===== config.mk =====
export PLATFORM = sky130hd
export DESIGN_NAME = fifo_frame_tx
export DESIGN_NICKNAME = d
export VERILOG_FILES = /design/src/rtl/fifo_frame_tx.sv
export SDC_FILE = /design/constraint.sdc
export NUM_CORES = 1
export LEC_CHECK = 0
export BUFFER_PORTS_ARGS = -buffer_cell sky130_fd_sc_hd__buf_2
export CORE_ASPECT_RATIO = 1.2
export CORE_MARGIN = 5
export CORE_UTILIZATION = 60
export CTS_CLUSTER_DIAMETER = 120
export DETAILED_ROUTE_END_ITERATION = 10
export HOLD_SLACK_MARGIN = 0.03
export PLACE_DENSITY = 0.79
export SETUP_SLACK_MARGIN = 0.2
export SLEW_MARGIN = 10
export SYNTH_ARGS = -nofsm -noshare
export SYNTH_HDL_FRONTEND = slang
export SYNTH_SLANG_ARGS = --single-unit

===== constraint.sdc =====
create_clock -name CLK -period 3.45 [get_ports CLK]
set_input_delay 1.035 -clock CLK [delete_from_list [all_inputs] [get_ports CLK]]
set_output_delay 1.035 -clock CLK [all_outputs]
set_load 0.02 [all_outputs]

===== src/rtl/fifo_frame_tx.sv =====
// fifo_frame_tx: buffers up to 8 client bytes and sends them downstream as
// one frame, a header byte followed by the payload bytes.
//
// Ports:
//   CLK         clock, rising edge
//   RESET       asynchronous active-high reset
//   in_wren     client write strobe
//   in_wrfull   block cannot take a byte this cycle
//   in_wrdata   client write byte
//   flush       send buffered bytes now
//   out_wren    downstream write strobe
//   out_wrfull  downstream cannot take a byte
//   out_wrdata  header or payload byte
//   busy        a frame is being sent (HDR or PAY)
//
// Header layout: CLIENT_ID at bit SELBIT, (count-1) in bits
// CNTLSB+2:CNTLSB, all other bits zero.
module fifo_frame_tx #(
    parameter int SELBIT    = 7,
    parameter int CLIENT_ID = 0,
    parameter int CNTLSB    = 4,
    parameter int TIMEOUT   = 16
) (
    input  logic       CLK,
    input  logic       RESET,
    input  logic       in_wren,
    output logic       in_wrfull,
    input  logic [7:0] in_wrdata,
    input  logic       flush,
    output logic       out_wren,
    input  logic       out_wrfull,
    output logic [7:0] out_wrdata,
    output logic       busy
);

    typedef enum logic [1:0] {
        IDLE = 2'd0,
        HDR  = 2'd1,
        PAY  = 2'd2
    } state_t;

    localparam logic [7:0] TMAX = 8'(TIMEOUT);

    state_t     state;
    logic [3:0] count;
    logic [2:0] rdidx;
    logic [7:0] timer;
    logic [7:0] mem [8];

    logic       accept;
    logic [3:0] count_nxt;
    logic       start;
    logic [2:0] cnt_m1;
    logic       last;
    logic [7:0] header;

    // Handshake and frame-start decode.
    always_comb begin
        in_wrfull = (state != IDLE) || (count == 4'd8);
        busy      = (state != IDLE);
        out_wren  = (state != IDLE) && !out_wrfull;

        accept    = in_wren && !in_wrfull;
        count_nxt = count + {3'b000, accept};

        // The decision uses the count after this cycle's write, so a byte
        // written together with flush still lands in the frame.
        start = (count_nxt == 4'd8) ||
                ((count_nxt != 4'd0) && (flush || (timer == TMAX)));

        cnt_m1 = 3'(count - 4'd1);
        last   = (rdidx == cnt_m1);
    end

    // Header byte built from the parameters and the current fill level.
    always_comb begin
        header               = '0;
        header[SELBIT]       = 1'(CLIENT_ID);
        header[CNTLSB +: 3]  = cnt_m1;
    end

    // Output byte mux; zero while idle so the port is quiet between frames.
    always_comb begin
        out_wrdata = 8'h00;
        unique case (state)
            IDLE:    out_wrdata = 8'h00;
            HDR:     out_wrdata = header;
            PAY:     out_wrdata = mem[rdidx];
            default: out_wrdata = 8'h00;
        endcase
    end

    always_ff @(posedge CLK or posedge RESET) begin
        if (RESET) begin
            state <= IDLE;
            count <= 4'd0;
            rdidx <= 3'd0;
            timer <= 8'd0;
            for (int i = 0; i < 8; i++) begin
                mem[i] <= 8'h00;
            end
        end else begin
            unique case (state)
                IDLE: begin
                    if (accept) begin
                        mem[count[2:0]] <= in_wrdata;
                    end
                    count <= count_nxt;
                    // Timer only runs while partial data waits.
                    if (accept || (count == 4'd0)) begin
                        timer <= 8'd0;
                    end else if (timer != TMAX) begin
                        timer <= timer + 8'd1;
                    end
                    if (start) begin
                        state <= HDR;
                    end
                end
                HDR: begin
                    if (out_wren) begin
                        state <= PAY;
                        rdidx <= 3'd0;
                    end
                end
                PAY: begin
                    if (out_wren) begin
                        if (last) begin
                            state <= IDLE;
                            count <= 4'd0;
                            timer <= 8'd0;
                            rdidx <= 3'd0;
                        end else begin
                            rdidx <= rdidx + 3'd1;
                        end
                    end
                end
                default: begin
                    state <= IDLE;
                end
            endcase
        end
    end

endmodule

==> results.toml, run 1 <==
[outcome]
status = "complete, no violations"

[global_route]
overflow = 0
antenna_found_initial = 0
grtUsageTotal = 0.214
grt_pass1_vias = 2748
grt_pass1_wl_um = 14100
grt_max_degree = 48

[synthesis]
yosysTopAreaCell = "dfrtp_1"
ys_warn_count = 0
synth_seq_area_share = 0.489
synth.most_common_cell = "dfrtp_1"
ys_seq_elements = 81
netlist_instances = 316
synth_edf_count = 0
synth.distinct_cells = 47
yosys-top-cells-count = "dfrtp_1 (81), mux2_2 (68), nand2_1 (22), mux4_2 (16), o21ai_0 (13)"
syn_area_um2 = 4150
ys_async_sr_fraction = 1.00
synth_top_area_share = 0.489
synth_flop_cell = "dfrtp_1"
syn-mean-instance-area_um2 = 13.1
synth_nets = 340
yosys-top-cells-area = "dfrtp_1 (49%), mux2_2 (18%), mux4_2 (8.7%), ha_1 (3.3%), nand2_1 (2.0%)"

[clock_tree]
cts_buffers = 9
ctsRootBufferMaster = "clkbuf_8"
cts_hold_buf = 0
cts_htree_levels = 3
cts_tree = "built"
insertion_delay_ns = 0.35
cts_sinks = 81
path_clk_slew_ns = 0.08
cts_buffer_depth = 2

[pwr]
power_density_nw_per_um2 = 845
p_leak_nw = 2.13
ir_drop_v = 0.000540

[timing]
slew_headroom = 0.517
worst_pin_slew_ns = 0.722
fin_crit_ns = 3.17
setup_viol = 0
rsz0062_at_grt = "no"
fmax_mhz = 315
slew_violations = 0
fin_crit_sh = 0.919
finalClockSkew_ns = 0.00621
hold_viol = 0
setup-tns-final_ns = 0

[die]
die_h_um = 101
initial_core_util = 0.612
num_io_pins = 24
die-area_um2 = 8680
core_area_um2 = 6770
dieWidth_um = 85.9
fp-row-count = 33

[worst_hold_path]
hp-class = "flip-flop to flip-flop"

[critical_path]
crit_buf_inv = 1
cp_max_fo = 13
criticalPathCategory = "flip-flop to primary output"
slowest_stage = "dfrtp_4"
cp-end-kind = "primary output"
path_cells = "mux4_2 > mux2_2 > a21oi_1 > nor2b_1 > buf_2"
cp_top_family = "multiplexers"
arrival_ns = 2.14
slowest_delay_ns = 0.55
cp-start-kind = "flip-flop"
worstPathRequired_ns = 2.41

[detailed_routing]
viasPerCell = 5.93
wirelength_um = 8330
wire_per_inst_um = 18.8
vias = 2621
ant_nets = 0
drtPass1Iterations = 4
drt_iter0_drc = 137
post-route-drc-count = 0

[layout]
design_area_um2 = 4620
antenna_cells = 0
fin_nets = 375
layout-drive-gt1-share = 0.425
nFillCells = 502
layout.area.seq_um2 = 2030
multi_input_area_um2 = 2010
syn_to_final_growth_pct = 11.4

[place]
port_buffers = 23
dp_hpwl_um = 5750
gp_congestion = 0.820
dpl_cell_area_um2 = 4410

[flow_run]
cap_violations = 0
[per-layer routing]
layer | global-route usage | part of all wire
met1 | 0.275 | 0.44
met5 | 0 | 0
met4 | 0.0743 | 0.019
met3 | 0.0442 | 0.032
met2 | 0.361 | 0.51
[worst paths after layout]
kind,start,to,slack [ns],cells after the start
worst max-delay path,rdidx[0],out_wrdata[5],0.28,5
worst min-delay path,timer[7],timer[7],0.50,1
worst max register to register,count[0],state[1],0.65,11
worst min register to register,timer[7],timer[7],0.50,1
max in group asynchronous,RESET,rdidx[0],2.06,3
min in group asynchronous,RESET,mem[48],0.73,2
[metrics by stage]
stage                      util  instances  hold slack, ns  total power (W)  worst slack [ns]
after floorplan               -        316           0.449          0.00280             0.335
after detailed placement  0.652        426           0.485          0.00323             0.420
after CTS                 0.681        441           0.495          0.00393             0.217
after global routing      0.682        442           0.514          0.00418             0.205
final                     0.682        442           0.497          0.00390             0.278
after global placement    0.652        426           0.468          0.00315             0.422
[report_power, final]
part           internal [W]  total [W]  switching [W]  leakage (nW)
Sequential          0.00131    0.00155       0.000243          1.06
Combinational      0.000876    0.00166       0.000785         0.966
Clock              0.000368   0.000690       0.000322         0.102
[layout make-up]
class / instances / area share
Inverter: 10 / 0.00840
Clock buffer: 12 / 0.0336
Clock inverter: 3 / 0.00867
Multi-Input combinational cell: 212 / 0.436
Sequential cell: 81 / 0.440
Timing Repair Buffer: 37 / 0.0504
Tap cell: 87 / 0.0236
[cells in the final DEF (no fill, tap or decap), drive strengths merged, types with 3 or more instances in the layout]
cell type  Yosys  final
dfrtp         81     81
mux2          69     69
buf           10     37
nand2         23     23
mux4          16     16
o21ai         13     13
clkbuf         3     12
nor2          11     11
ha            11     11
inv           10      9
nand3          8      8
a21oi          6      6
nor2b          6      6
nor3           6      6
xor2           5      5
mux2i          5      5
nor3b          4      4
nand3b         4      4
o31ai          3      3
clkinv         0      3
[registers in the layout, indices dropped and copies added, names as in the netlist]
name	flops
state	2
mem	64
rdidx	3
timer	8
count	4
[kinds of logic after synthesis]
group,share of synthesized area
and+or+nand+nor,0.0996
xor gates and xnor gates,0.0160
adders and majority gates,0.0332
buffers and inverters,0.0260
AOI/OAI and AO/OA,0.0501
muxes,0.286
DFF,0.489
[what timing repair did]
action | 4_1_cts | 5_1_grt
setup buffers | 0 | 1
gates cloned | 0 | 0
setup endpoints to repair | 7 | 3
resized for setup | 2 | 1
(Power assumes the default switching activity.)
==> inputs of run 2 (changes only) <==
--- a/config.mk
+++ b/config.mk
@@ -7,2 +7,3 @@
 export LEC_CHECK = 0
+export ABC_AREA = 1
 export BUFFER_PORTS_ARGS = -buffer_cell sky130_fd_sc_hd__buf_2
@@ -14,3 +15,3 @@
 export HOLD_SLACK_MARGIN = 0.03
-export PLACE_DENSITY = 0.79
+export PLACE_DENSITY = 0.78
 export SETUP_SLACK_MARGIN = 0.2
--- a/constraint.sdc
+++ b/constraint.sdc
@@ -3,2 +3,2 @@
 set_output_delay 1.035 -clock CLK [all_outputs]
-set_load 0.02 [all_outputs]
+set_load 0.05 [all_outputs]
==> results.toml, run 2 <==
[place]
dp_hpwl_um = 7070
gp_congestion = 0.891
pre_cts_slack_ns = 0.706
port_buffers = 23

[layout]
final_cell_mix = "nand2_1 (131), o21ai_0 (110), inv_1 (88)"
layout-drive-gt1-share = 0.122
fin_nets = 616
largest_reg_flops = 64
antenna_cells = 0
final_common_cell = "nand2_1"
multi_input_area_um2 = 1940
layout.area.seq_um2 = 2030
regMostFlops = "mem"
reg_top3 = "mem: 64 flops, timer: 8 flops, count: 4 flops"
nFillCells = 618
syn_to_final_growth_pct = 8.90

[pwr]
power.total_w = 0.00414
power_density_nw_per_um2 = 858
ir_drop_v = 0.000640
p_leak_nw = 2.32

[synthesis]
syn-mean-instance-area_um2 = 7.74
synth_top_area_share = 0.458
synth.most_common_cell = "nand2_1"
synth_edf_count = 0
yosysTopAreaCell = "dfrtp_1"
ys_warn_count = 0
synth.distinct_cells = 27
ys_seq_elements = 81
yosys-top-cells-area = "dfrtp_1 (46%), o21ai_0 (12%), nand2_1 (11%), inv_1 (7.5%), nand3_1 (3.2%)"
netlist_instances = 572
synth_seq_area_share = 0.458
yosys-top-cells-count = "nand2_1 (131), o21ai_0 (110), inv_1 (89), dfrtp_1 (81), nor2_1 (35)"
ys_async_sr_fraction = 1.00
synth_nets = 596
synth_flop_cell = "dfrtp_1"
syn_area_um2 = 4430

[die]
die-area_um2 = 9200
dieWidth_um = 88.4
fp-row-count = 34
die_h_um = 104
initial_core_util = 0.612
core_area_um2 = 7230
num_io_pins = 24

[critical_path]
criticalPathCategory = "flip-flop to primary output"
cp_max_fo = 8
arrival_ns = 2.07
worstPathRequired_ns = 2.41
cp-end-kind = "primary output"
cp-start-kind = "flip-flop"

[timing]
rsz0062_at_grt = "no"
hold_viol = 0
setup_viol = 0
fin_crit_sh = 0.899
finalClockSkew_ns = 0.00970
fmax_mhz = 322
slew_violations = 0
fin_crit_ns = 3.10
finalWorstSetupSlack_ns = 0.349
setup-tns-final_ns = 0
slew_headroom = 0.344
worst_pin_slew_ns = 0.984

[clock_tree]
cts_buffer_depth = 2
cts_tree = "built"
cts_htree_levels = 3
cts_setup_buffers = 0
cts_buffers = 9
insertion_delay_ns = 0.36
path_clk_slew_ns = 0.09
ctsRootBufferMaster = "clkbuf_8"
cts_sinks = 81

[detailed_routing]
wirelength_um = 10500
drt_iter0_drc = 208
wire_per_inst_um = 15.3
ant_nets = 0
viasPerCell = 5.51
post-route-drc-count = 0
vias = 3788
drtPass1Iterations = 7

[global_route]
grt_max_degree = 59
grtUsageTotal = 0.243
grt_pass1_vias = 3591
antenna_found_initial = 0
grt_pass1_wl_um = 17500
overflow = 0

[flow_run]
cap_violations = 0

[worst_hold_path]
hp-class = "flip-flop to flip-flop"

[outcome]
status = "complete, no violations"
[run 2: cell type report]
cell class / instances / area share
sequential: 81 / 0.420
multi-input combinational: 374 / 0.402
inverter: 94 / 0.0745
timing repair buffer: 32 / 0.0379
clock buffer: 9 / 0.0257
tap: 90 / 0.0234
clock inverter: 7 / 0.0161
[run 2: worst paths after layout]
| check | start | to | slack, ns | cells after the start |
|---|---|---|---|---|
| max in group asynchronous | RESET | rdidx[0] | 1.84 | 3 |
| min in group asynchronous | RESET | mem[14] | 0.85 | 2 |
| setup / recovery | count[1] | out_wrdata[6] | 0.35 | 6 |
| setup reg to reg | count[1] | state[1] | 0.69 | 15 |
| hold reg to reg | mem[0] | mem[0] | 0.50 | 2 |
| hold / removal | mem[0] | mem[0] | 0.50 | 2 |
[run 2: what timing repair did]
item,CTS,global route
hold buffers,0,0
endpoints found under the setup margin,0,4
resized for setup,0,1
[run 2: through the flow]
step,hold WS (ns),instances,area [um^2],utilization
6_report,0.498,687,4820,0.667
5_1_grt,0.524,687,4820,0.667
2_1_floorplan,0.448,572,4430,-
4_1_cts,0.496,687,4820,0.666
3_5_place_dp,0.475,671,4620,0.639
3_3_place_gp,0.464,671,4620,0.639
[run 2: worst max-delay path, cell delays in order (launching register included)]
cell and delay (ns):
dfrtp_1 0.66, inv_2 0.16, ha_1 0.25, nand2_1 0.10, nand3_1 0.09, a21oi_1 0.16
buf_2 0.28
[run 2: cell families (layout without fill, tap and decap cells)]
| kind of cell | count (synthesis) | after routing | synth area share |
|---|---|---|---|
| AND/OR/NAND/NOR | 214 | 214 | 0.229 |
| AO/OA/AOI/OAI | 147 | 147 | 0.174 |
| buffers and inverters | 117 | 142 | 0.105 |
| adder cells (fa/ha/maj) | 11 | 11 | 0.0311 |
| XOR/XNOR | 2 | 2 | 0.00396 |
| flip-flops | 81 | 81 | 0.458 |
[run 2: power breakdown]
part / total [W] / switching [W] / internal [W]
Clock: 0.000726 / 0.000386 / 0.000341
Combinational: 0.00191 / 0.00133 / 0.000581
Sequential: 0.00150 / 0.000204 / 0.00130
Total: 0.00414 / 0.00192 / 0.00222
[run 2: metal layers]
layer	wire length (um)	up-vias	track usage
met5	0	-	0
met4	294	0	0.0972
met3	637	23	0.0483
met2	5140	127	0.378
met1	4450	1770	0.329
li1	-	1868	-
==> inputs of run 3 (changes only) <==
CORE_UTILIZATION = 50   (was 60)
GPL_ROUTABILITY_DRIVEN = 0   (was not set)
PLACE_DENSITY = 0.67   (was 0.78)
==> results.toml, run 3 (synthesized netlist as in run 2, its figures left out) <==
[clock_tree]
cts_buffers = 9
cts_tree = "built"
insertion_delay_ns = 0.34
cts_sinks = 81
ctsRootBufferMaster = "clkbuf_8"
cts_htree_levels = 3
cts_setup_buffers = 0
path_clk_slew_ns = 0.08
cts_buffer_depth = 2
cts_hold_buf = 0

[critical_path]
r2r_start = "count[0]"
rr_endpoint = "state[0]"
cp-start-kind = "flip-flop"
r2r_slack_ns = 0.69
cp-endpoint = "out_wrdata[5]"
rr_worst_depth = 15
arrival_ns = 2.07
criticalPathCategory = "flip-flop to primary output"
cp-end-kind = "primary output"
startpoint = "count[0]"
cp_max_fo = 9
worstPathRequired_ns = 2.41

[layout]
nFillCells = 870
final_cell_mix = "nand2_1 (131), o21ai_0 (110), inv_1 (88)"
regMostFlops = "mem"
reg_top3 = "mem: 64 flops, timer: 8 flops, count: 4 flops"
layout-drive-gt1-share = 0.116
antenna_cells = 0
final_common_cell = "nand2_1"
design_area_um2 = 4830
largest_reg_flops = 64
syn_to_final_growth_pct = 9.01
stdcell_count = 712
fin_nets = 614

[pwr]
p_leak_nw = 2.31
power_density_nw_per_um2 = 835
ir_drop_v = 0.000440

[place]
dp_hpwl_um = 7220
port_buffers = 23
place_inst = 696
pre_cts_slack_ns = 0.668
dpl_cell_area_um2 = 4660

[worst_hold_path]
hp-class = "flip-flop to flip-flop"

[timing]
fin_crit_ns = 3.10
setup_viol = 0
slew_violations = 0
worst_pin_slew_ns = 0.989
hold_viol = 0
rsz0062_at_grt = "no"
finalWorstSetupSlack_ns = 0.349
fmax_mhz = 322
finalClockSkew_ns = 0.00539
setup-tns-final_ns = 0
fin_crit_sh = 0.899
slew_headroom = 0.336

[detailed_routing]
drtPass1Iterations = 5
viasPerCell = 5.20
wirelength_um = 10500
wire_per_inst_um = 14.7
wl_met3_um = 392
post-route-drc-count = 0
routed.top_layer = "met4"
wl_met1_um = 4570
drt_iter0_drc = 283
vias = 3701
met2WireLength_um = 5270
ant_nets = 0

[global_route]
grt_pass1_wl_um = 17700
grt_pass1_vias = 3662
grt_max_degree = 48
antenna_found_initial = 0
grtUsageTotal = 0.210
overflow = 0

[die]
die_h_um = 113
core_area_um2 = 8610
die-area_um2 = 10800
dieWidth_um = 95.9
num_io_pins = 24
initial_core_util = 0.514
fp-row-count = 37

[outcome]
status = "complete, no violations"

[flow_run]
cap_violations = 0
run 3: cell count changes in the layout (fill, tap and decap cells not counted), moves of 2 or more:
| cell | delta |
|---|---|
| buf_4 | -4 |
| buf_12 | +2 |
| clkbuf_1 | +2 |
| clkinv_2 | +2 |
| inv_6 | -2 |
run 3: metrics by stage:
stage / hold WS, ns / total power (W) / util
detailed placement: 0.480 / 0.00342 / 0.541
floorplan: 0.448 / 0.00294 / -
global placement: 0.466 / 0.00337 / 0.541
CTS: 0.500 / 0.00405 / 0.560
finish: 0.498 / 0.00403 / 0.561
global route: 0.524 / 0.00438 / 0.561
run 3: routing by layer:
metal | track usage | up-vias
met3 | 0.0366 | 16
met1 | 0.269 | 1739
li1 | - | 1866
met4 | 0.0674 | 0
met5 | 0 | -
met2 | 0.357 | 80
run 3: power by group:
| group | internal, W | switching, W | leakage [nW] | total [W] |
|---|---|---|---|---|
| Sequential | 0.00130 | 0.000207 | 0.985 | 0.00151 |
| Clock | 0.000261 | 0.000353 | 0.0870 | 0.000614 |
| Combinational | 0.000588 | 0.00132 | 1.23 | 0.00191 |
| Total | 0.00215 | 0.00188 | 2.31 | 0.00403 |
run 3: how the worst min path moves through the flow:
stage	endpoint	cells after the start	from	slack, ns
2_1_floorplan	mem[11]	2	mem[11]	0.45
3_3_place_gp	mem[11]	2	mem[11]	0.47
3_5_place_dp	mem[10]	2	mem[10]	0.48
4_1_cts	mem[10]	2	mem[10]	0.50
5_1_grt	mem[3]	2	mem[3]	0.52
6_report	mem[6]	2	mem[6]	0.50
run 3: worst max-delay path, stage by stage (launching register included):
cell and delay, ns:
dfrtp_1 0.63, inv_4 0.15, ha_1 0.34, inv_1 0.07, nand2_1 0.05, a21oi_1 0.18, buf_2 0.29
run 3: final cells by class:
type	instances	area, um^2	area share
clock inverter	5	32.5	0.00674
multi-input combinational	374	1940	0.401
clock buffer	11	131	0.0272
inverter	94	359	0.0744
sequential	81	2030	0.420
tap	117	146	0.0303
timing repair buffer	30	193	0.0399
run 3: what timing repair did:
action                     CTS  global route
setup endpoints to repair    0             1
hold endpoints to repair     0             0
gates resized for setup      0             1
